$ cat src/rtl/bullet_ctrl.sv
// bullet_ctrl: single in-flight bullet for the player tank (arm on fire edge, spawn, fly, retire).
// Optional post-retire cooldown is enabled by defining BULLET_COOLDOWN_EN.
module bullet_ctrl #(
  parameter int BULLET_SIZE    = 4,
  parameter int SPEED          = 4,
  parameter int TANK_SIZE      = 32,
  parameter int COOLDOWN_TICKS = 30
) (
  input  logic       clk_50MHz,
  input  logic       reset,
  input  logic       refresh_tick,
  input  logic       fire,
  input  logic [1:0] dir,
  input  logic [9:0] x_tank_l,
  input  logic [9:0] y_tank_t,
  input  logic       hit,
  output logic [9:0] x_bullet_l,
  output logic [9:0] x_bullet_r,
  output logic [9:0] y_bullet_t,
  output logic [9:0] y_bullet_b,
  output logic       bullet_active,
  output logic       bullet_done
);

  localparam logic [10:0] ARENA_LO   = 11'd32;
  localparam logic [10:0] ARENA_X_HI = 11'd607;
  localparam logic [10:0] ARENA_Y_HI = 11'd447;
  localparam logic [10:0] BSZ        = 11'(BULLET_SIZE);
  localparam logic [10:0] BLAST      = 11'(BULLET_SIZE - 1);
  localparam logic [10:0] TSZ        = 11'(TANK_SIZE);
  localparam logic [10:0] SPD        = 11'(SPEED);
  localparam logic [10:0] CTR        = 11'(TANK_SIZE / 2 - BULLET_SIZE / 2);

  localparam logic [1:0] DIR_UP    = 2'd0;
  localparam logic [1:0] DIR_DOWN  = 2'd1;
  localparam logic [1:0] DIR_LEFT  = 2'd2;
  localparam logic [1:0] DIR_RIGHT = 2'd3;

`ifdef BULLET_COOLDOWN_EN
  typedef enum logic [1:0] {IDLE, ARMED, FLY, COOLDOWN} state_t;
  localparam state_t RETIRE_ST = COOLDOWN;
  localparam int CNT_W = $clog2(COOLDOWN_TICKS + 2);
  logic [CNT_W-1:0] cool_cnt;
`else
  typedef enum logic [1:0] {IDLE, ARMED, FLY} state_t;
  localparam state_t RETIRE_ST = IDLE;
`endif

  state_t      state, state_nxt;
  logic        fire_q, fire_edge;
  logic [1:0]  dir_q;
  logic [10:0] cur_l, cur_t, spawn_l, spawn_t, step_l, step_t, pos_l, pos_t;
  logic        do_load, do_step, do_retire;

  // Wrapped (negative) 11-bit results land above the high bounds, so they read as outside.
  function automatic logic in_arena(input logic [10:0] l, input logic [10:0] t);
    return (l >= ARENA_LO) && (l + BLAST <= ARENA_X_HI) &&
           (t >= ARENA_LO) && (t + BLAST <= ARENA_Y_HI);
  endfunction

  // fire_q tracks the button even through reset, so a button held across reset is not a new press.
  always_ff @(posedge clk_50MHz) fire_q <= fire;
  assign fire_edge = fire & ~fire_q;

  assign cur_l = {1'b0, x_bullet_l};
  assign cur_t = {1'b0, y_bullet_t};

  always_comb begin
    spawn_l = {1'b0, x_tank_l} + CTR;
    spawn_t = {1'b0, y_tank_t} - BSZ;
    case (dir)
      DIR_DOWN:  spawn_t = {1'b0, y_tank_t} + TSZ;
      DIR_LEFT:  begin
        spawn_l = {1'b0, x_tank_l} - BSZ;
        spawn_t = {1'b0, y_tank_t} + CTR;
      end
      DIR_RIGHT: begin
        spawn_l = {1'b0, x_tank_l} + TSZ;
        spawn_t = {1'b0, y_tank_t} + CTR;
      end
      default: ;
    endcase
  end

  always_comb begin
    step_l = cur_l;
    step_t = cur_t;
    case (dir_q)
      DIR_UP:    step_t = cur_t - SPD;
      DIR_DOWN:  step_t = cur_t + SPD;
      DIR_LEFT:  step_l = cur_l - SPD;
      DIR_RIGHT: step_l = cur_l + SPD;
      default: ;
    endcase
  end

  always_comb begin
    state_nxt = state;
    do_load   = 1'b0;
    do_step   = 1'b0;
    do_retire = 1'b0;
    case (state)
      IDLE:  if (fire_edge) state_nxt = ARMED;
      ARMED: if (refresh_tick) begin
        if (in_arena(spawn_l, spawn_t)) begin
          state_nxt = FLY;
          do_load   = 1'b1;
        end else begin
          state_nxt = RETIRE_ST;
          do_retire = 1'b1;
        end
      end
      FLY: if (refresh_tick) begin
        if (hit || !in_arena(step_l, step_t)) begin
          state_nxt = RETIRE_ST;
          do_retire = 1'b1;
        end else begin
          do_step = 1'b1;
        end
      end
`ifdef BULLET_COOLDOWN_EN
      COOLDOWN: if (cool_cnt == '0 || (refresh_tick && cool_cnt == CNT_W'(1))) state_nxt = IDLE;
`endif
      default: state_nxt = IDLE;
    endcase
  end

  assign pos_l = do_load ? spawn_l : step_l;
  assign pos_t = do_load ? spawn_t : step_t;

  always_ff @(posedge clk_50MHz or posedge reset) begin
    if (reset) begin
      state         <= IDLE;
      dir_q         <= DIR_UP;
      x_bullet_l    <= '0;
      x_bullet_r    <= '0;
      y_bullet_t    <= '0;
      y_bullet_b    <= '0;
      bullet_active <= 1'b0;
      bullet_done   <= 1'b0;
    end else begin
      state         <= state_nxt;
      bullet_done   <= do_retire;
      bullet_active <= (state_nxt == FLY);
      if (do_load) dir_q <= dir;
      if (do_retire) begin
        x_bullet_l <= '0;
        x_bullet_r <= '0;
        y_bullet_t <= '0;
        y_bullet_b <= '0;
      end else if (do_load || do_step) begin
        x_bullet_l <= pos_l[9:0];
        x_bullet_r <= 10'(pos_l + BLAST);
        y_bullet_t <= pos_t[9:0];
        y_bullet_b <= 10'(pos_t + BLAST);
      end
    end
  end

`ifdef BULLET_COOLDOWN_EN
  always_ff @(posedge clk_50MHz or posedge reset) begin
    if (reset) begin
      cool_cnt <= '0;
    end else if (do_retire) begin
      cool_cnt <= CNT_W'(COOLDOWN_TICKS);
    end else if (state == COOLDOWN && refresh_tick && cool_cnt != '0) begin
      cool_cnt <= cool_cnt - CNT_W'(1);
    end
  end
`endif

endmodule

$ cat config.mk
export PLATFORM = sky130hd
export DESIGN_NAME = bullet_ctrl
export DESIGN_NICKNAME = d
export VERILOG_FILES = /design/src/rtl/bullet_ctrl.sv
export SDC_FILE = /design/constraint.sdc
export NUM_CORES = 1
export LEC_CHECK = 0
export CORE_ASPECT_RATIO = 1.75
export CORE_MARGIN = 3
export CORE_UTILIZATION = 44
export CTS_CLUSTER_DIAMETER = 80
export CTS_CLUSTER_SIZE = 30
export DETAILED_ROUTE_END_ITERATION = 12
export PLACE_DENSITY_LB_ADDON = 0.3
export SETUP_SLACK_MARGIN = 0.05
export SLEW_MARGIN = 25
export SYNTH_ARGS = -nofsm -noshare
export SYNTH_HDL_FRONTEND = slang
export SYNTH_SLANG_ARGS = --single-unit
$ cat constraint.sdc
create_clock -name clk_50MHz -period 7.9 [get_ports clk_50MHz]
set_input_delay 2.37 -clock clk_50MHz [delete_from_list [all_inputs] [get_ports clk_50MHz]]
set_output_delay 2.37 -clock clk_50MHz [all_outputs]
set_load 0.02 [all_outputs]
==> impl_metrics.csv, run 1 <==
group,metric,value,unit
status,status,"finished clean",
timing,grt_setup_unrepaired,"no",
critical_path,critPathKind,"in -> reg",
critical_path,critPathLaunch,"y_tank_t[3]",
critical_path,crit_chain,"clkdlybuf4s50_1 > inv_1 > ha_1 > nor3b_1 > mux2_2 > o211ai_1 > nand4_1 > or4_1 > a2111oi_2 > nand4_2 > nor2_1 > a21oi_1 > ha_1 > a21oi_1 > or3b_2 > nor3_1 > xnor2_1 > nand2_1 > o21ai_0 > o31ai_1",
timing,setup_viol,0,
critical_path,r2r_start,"dir_q[0]",
detailed_routing,vias_per_cell,5.979,
critical_path,crit_path_end_kind,"flop",
critical_path,worst_path_max_delay_cell,"or4_1",
layout,final_cell_mix,"nand2_1, nor2_1, clkdlybuf4s50_1",
floorplanning,die-area,14260,µm²
detailed_routing,routedWlPerCell,16.93,µm
grt,grt_max_degree,47,
timing,drv_slew,0,
cts,holdBufCountCts,0,
power,peakVddDrop,0.0001247,V
layout,syn_to_final_growth,16.24,%
synthesis,syn_area,5639,µm²
critical_path,path_max_fanout,7,
critical_path,critPathCapture,"x_bullet_r[8]",
cts,clockBufferDepth,2,
placed_design,dp_slack,358.5,ps
synthesis,syn_nets,780,
timing,max_freq,137.1,MHz
detailed_routing,drc,0,
critical_path,cp.required,8100,ps
floorplanning,core-area,12500,µm²
detailed_routing,met2_length,8317,µm
timing,finalCritPeriodShare,0.9236,
timing,skew,8.218,ps
detailed_routing,vias,5566,
power,power_density,429.7,nW/µm²
cts,cts_htree_levels,2,
layout,antenna_cells,0,
critical_path,reg2reg_slack,2650,ps
synthesis,async_flop_share,0.9787,
synthesis,synth_area_leaders,"dfrtp_1, ha_1, nand2_1",
hold_path,hold_class,"reg -> reg",
synthesis,synthCells,713,
timing,worst_pin_slew,825.0,ps
hold_path,hold_path_depth,1,
synthesis,synth_edf_count,0,
cts,tritoncts,"built",
cts,clk_latency,290,ps
synthesis,synth_top_area_frac,0.2041,
power,power.leakage,0.002729,µW
floorplanning,fp.dieH,155.8,µm
floorplanning,die_x,91.58,µm
detailed_routing,drt-total-wl,15760,µm
timing,hold_viol,0,
cts,path_clk_slew,70,ps
layout,layout.nets,829,
timing,worst_slack,603.6,ps
critical_path,crit_path_max_incr_delay,610,ps
synthesis,ys.flop_type,"dfrtp_1",
job,max-cap-violations,0,
synthesis,yosys.area.top_type,"dfrtp_1",
grt,grt_pass1_wl,26590,µm
cts,cts_setup_buffers,0,
placed_design,io_buffers,68,
synthesis,yosysSeqAreaShare,0.2077,
detailed_routing,initialDrtViolationCount,313,
layout,final_common_cell,"nand2_1",
grt,overflow,0,
floorplanning,row_count,54,
critical_path,crit_buf_inv,2,
timing,maxSlewHeadroom,0.4500,
critical_path,cp-start-kind,"input port",
grt,grt_pass1_vias,5524,
placed_design,gp_congestion,0.8944,
synthesis,syn_avg_cell_area,7.909,µm²
detailed_routing,detail-route-antenna-nets,0,
layout,drive_gt1_frac,0.06553,
layout,multi_input_area,4136,µm²
detailed_routing,top_layer,"met4",
cts,cts.sinks,47,
synthesis,synth_cell_types,82,
synthesis,ys_seq_elements,47,
detailed_routing,firstDrtPassIters,5,
cts,cts_root_buf,"clkbuf_16",
synthesis,yosys_warnings,0,
grt,antenna_found_initial,0,
critical_path,cp_top_family,"simple AND/OR/NAND/NOR gates",
floorplanning,initial_utilization,0.4512,
layout,num-fill-cells,1193,
cts,cts_made_buffers,5,
critical_path,cp.arrival,7490,ps
timing,finalCriticalPeriod,7296,ps
grt,grt_usage,0.2224,
floorplanning,ioPinCount,69,
critical_path,worst-path-stages,20,
placed_design,dp_hpwl,12520,µm
detailed_routing,route.met3.wl,522,µm
critical_path,r2r_cells,14,
detailed_routing,wl_met1,6527,µm
critical_path,rr_endpoint,"y_bullet_b[0]",
timing,setup_tns,0,ps
layout,seqCellArea,1171,µm²
cts,cts_resized,0,
-- routing by layer --
layer  global-route usage  vias to the layer above
met2               0.4158                      147
met5                    0                        -
li1                     -                     2737
met3              0.01834                       28
met4              0.08417                        0
met1               0.2600                     2654
-- power by group --
group | internal [µW] | switching, µW | leakage, µW
Sequential | 339 | 118 | 0.000601
Clock | 135 | 89.6 | 0.0000761
Combinational | 890 | 1250 | 0.00205
Total | 1360 | 1450 | 0.00273
-- worst min-delay path by stage --
stage	start	end	slack [ps]
floorplan	dir_q[0]	dir_q[0]	530
global placement	x_bullet_r[5]	x_bullet_r[5]	460
detailed placement	y_bullet_b[9]	y_bullet_b[9]	470
CTS	y_bullet_b[9]	y_bullet_b[9]	490
global route	y_bullet_b[9]	y_bullet_b[9]	500
finish	y_bullet_b[9]	y_bullet_b[9]	490
-- cells in the mapped netlist (5+ instances only) --
cell / instances
o22ai_1: 6
or3_1: 8
and3b_1: 5
nand2b_1: 10
xor2_1: 22
a211oi_1: 13
o211ai_1: 8
a31oi_1: 10
buf_2: 10
nor2b_1: 10
and3_1: 9
o21a_1: 6
or2_2: 7
a21oi_1: 35
nand4_1: 5
nor4_1: 8
dfrtp_1: 46
mux2i_1: 13
o31ai_1: 28
a21o_1: 6
inv_1: 34
and2_1: 10
mux2_2: 12
clkbuf_1: 13
xnor2_1: 29
nor3_1: 17
buf_6: 6
ha_1: 38
nor3b_1: 7
nand3_1: 6
nand2_1: 73
nor2_1: 69
o41ai_1: 5
or4_1: 6
o21ai_0: 35
-- area by class of cell --
cell class | instances | area share
clock inverters | 1 | 0.001145
repair buffers | 77 | 0.1141
inverters | 34 | 0.01966
clock buffers | 7 | 0.02329
flip-flops and latches | 47 | 0.1787
multi-input cells | 597 | 0.6310
well taps | 168 | 0.03207
-- metrics by stage --
| step | instances | hold slack (ps) | total power, µW | cell area [µm²] | utilization |
|---|---|---|---|---|---|
| 2_1_floorplan | 713 | 531.2 | 2000 | 5639 | - |
| 3_3_place_gp | 923 | 463.8 | 2511 | 6394 | 0.5115 |
| 3_5_place_dp | 923 | 469.8 | 2567 | 6394 | 0.5115 |
| 4_1_cts | 931 | 490.7 | 2806 | 6554 | 0.5243 |
| 5_1_grt | 931 | 503.6 | 3071 | 6555 | 0.5244 |
| 6_report | 931 | 486.4 | 2816 | 6555 | 0.5244 |
-- kinds of logic (layout without fill, tap and decap cells) --
logic type / Yosys count / after routing / synth area share
AOI/OAI and AO/OA: 206 / 206 / 0.2592
DFF: 47 / 47 / 0.2077
buffers and inverters: 69 / 119 / 0.05880
and+or+nand+nor: 275 / 275 / 0.2567
muxes: 25 / 25 / 0.04704
adders and majority gates: 40 / 40 / 0.09141
xor gates and xnor gates: 51 / 51 / 0.07921
-- flip-flops by register name, summed over array words and instances, names as in the netlist --
register	cells
y_bullet_b	10
fire_q	1
x_bullet_l	10
x_bullet_r	10
bullet_active	1
bullet_done	1
y_bullet_t	10
state	2
dir_q	2
(Power assumes the default switching activity.)
==> run 2, diff against run 1 <==
--- a/config.mk
+++ b/config.mk
@@ -5,6 +5,8 @@
 export SDC_FILE = /design/constraint.sdc
 export NUM_CORES = 1
 export LEC_CHECK = 0
+export CELL_PAD_IN_SITES_DETAIL_PLACEMENT = 1
+export CELL_PAD_IN_SITES_GLOBAL_PLACEMENT = 1
 export CORE_ASPECT_RATIO = 1.75
 export CORE_MARGIN = 3
 export CORE_UTILIZATION = 44
@@ -12,6 +14,7 @@
 export CTS_CLUSTER_SIZE = 30
 export DETAILED_ROUTE_END_ITERATION = 12
 export PLACE_DENSITY_LB_ADDON = 0.3
+export REMOVE_ABC_BUFFERS = 1
 export SETUP_SLACK_MARGIN = 0.05
 export SLEW_MARGIN = 25
 export SYNTH_ARGS = -nofsm -noshare
==> impl_metrics.csv, run 2 (synthesis results as in run 1) <==
group,metric,value,unit
cts,clk_latency,290,ps
cts,cts_setup_buffers,0,
cts,path_clk_slew,60,ps
detailed_routing,drt-total-wl,17950,µm
timing,skew,4.194,ps
detailed_routing,firstDrtPassIters,4,
placed_design,io_buffers,68,
placed_design,dp_hpwl,13930,µm
status,status,"finished clean",
grt,overflow,0,
power,peakVddDrop,0.0001331,V
detailed_routing,vias,5665,
critical_path,critPathKind,"in -> reg",
timing,max_freq,133.4,MHz
critical_path,crit_path_max_incr_delay,590,ps
layout,final_cell_mix,"nand2_1, nor2_1, clkdlybuf4s50_1",
cts,tritoncts,"built",
timing,grt_setup_unrepaired,"no",
cts,cts_resized,0,
detailed_routing,vias_per_cell,6.085,
grt,antenna_found_initial,0,
hold_path,hold_class,"reg -> reg",
timing,timing.hold.ws,484.4,ps
floorplanning,die_x,91.58,µm
power,power_density,438.9,nW/µm²
detailed_routing,initialDrtViolationCount,242,
placed_design,gp_congestion,0.9026,
layout,layout.nets,829,
floorplanning,die-area,14260,µm²
floorplanning,row_count,54,
power,power.leakage,0.002731,µW
timing,setup_tns,0,ps
layout,antenna_cells,0,
floorplanning,fp.dieH,155.8,µm
layout,num-fill-cells,1543,
timing,finalCritPeriodShare,0.9491,
cts,holdBufCountCts,0,
layout,syn_to_final_growth,16.20,%
detailed_routing,detail-route-antenna-nets,0,
floorplanning,ioPinCount,69,
critical_path,crit_path_end_kind,"flop",
timing,maxSlewHeadroom,0.4282,
layout,final_common_cell,"nand2_1",
timing,finalCriticalPeriod,7498,ps
cts,cts_root_buf,"clkbuf_16",
grt,grt_pass1_wl,29460,µm
timing,setup_viol,0,
critical_path,cp.arrival,7690,ps
cts,clockBufferDepth,2,
placed_design,dp_slack,116.2,ps
timing,drv_slew,0,
cts,cts.sinks,47,
detailed_routing,drc,0,
job,max-cap-violations,0,
grt,grt_max_degree,47,
layout,final_core_util,0.5242,
detailed_routing,routedWlPerCell,19.28,µm
timing,worst_slack,402.0,ps
floorplanning,initial_utilization,0.4512,
layout,drive_gt1_frac,0.06422,
timing,worst_pin_slew,856.7,ps
cts,cts_htree_levels,2,
timing,hold_viol,0,
grt,grt_usage,0.2502,
critical_path,path_max_fanout,7,
critical_path,cp.required,8100,ps
grt,grt_pass1_vias,6008,
critical_path,crit_chain,"clkdlybuf4s50_1 > inv_1 > ha_1 > nor3b_1 > mux2_2 > o211ai_1 > nand4_1 > or4_1 > a2111oi_2 > nand4_2 > nor2_1 > a21oi_1 > ha_1 > a21oi_1 > or3b_2 > nor3_1 > xnor2_1 > nand2_1 > o21ai_0 > o31ai_1",
cts,cts_made_buffers,5,
critical_path,worst_path_max_delay_cell,"or4_1",
floorplanning,core-area,12500,µm²
critical_path,cp-start-kind,"input port",
-- run 2: critical path: cells and delay by family --
kind,cells,cell delay [ps]
adders and majority gates,2,480
buffers and inverters,2,640
and+or+nand+nor,8,2350
xor gates and xnor gates,1,100
AOI/OAI and AO/OA,6,1370
muxes,1,390
-- run 2: final cells by class --
class | count | area (µm²) | area share
sequential | 47 | 1171 | 0.1787
inverter | 34 | 128.9 | 0.01967
tap | 168 | 210.2 | 0.03208
clock buffer | 8 | 156.4 | 0.02387
timing repair buffer | 77 | 748.2 | 0.1142
multi-input combinational | 597 | 4138 | 0.6315
-- run 2: worst paths after layout --
kind	from	end	slack [ps]	depth (start not counted)
max in group asynchronous	reset	state[1]	4840	2
worst max register to register	dir_q[1]	y_bullet_t[5]	2200	14
worst min register to register	x_bullet_r[4]	x_bullet_r[4]	480	2
worst min-delay path	x_bullet_r[4]	x_bullet_r[4]	480	2
worst max-delay path	y_tank_t[3]	x_bullet_r[8]	400	20
min in group asynchronous	reset	bullet_done	2560	2
-- run 2: per-layer routing --
layer  routed length [µm]  GRT usage  vias to the layer above
li1                     -          -                     2724
met5                    0          0                        -
met1                 7420     0.2881                     2810
met3                  343    0.01737                       32
met2                 9680     0.4737                       99
met4                  506    0.09784                        0
-- run 2: report_power, final --
part / internal, µW / switching [µW] / total (µW) / leakage, µW
clock: 135 / 95.8 / 231 / 0.0000772
sequential: 339 / 122 / 461 / 0.000601
combinational: 887 / 1300 / 2180 / 0.00205
total: 1360 / 1510 / 2880 / 0.00273
-- run 2: stage by stage --
| stage | std cells | instance area [µm²] | total power, µW |
|---|---|---|---|
| 6_report | 931 | 6553 | 2876 |
| 3_5_place_dp | 923 | 6394 | 2613 |
| 4_1_cts | 931 | 6550 | 2876 |
| 5_1_grt | 931 | 6553 | 3120 |
| 2_1_floorplan | 678 | 5435 | 1948 |
| 3_3_place_gp | 923 | 6394 | 2517 |
==> run 3, diff against run 2 <==
--- a/config.mk
+++ b/config.mk
@@ -20,3 +20,4 @@
 export SYNTH_ARGS = -nofsm -noshare
 export SYNTH_HDL_FRONTEND = slang
 export SYNTH_SLANG_ARGS = --single-unit
+export TNS_END_PERCENT = 20
==> results of run 3 <==
The final DEF is identical to that of run 2; final timing and power are the same.
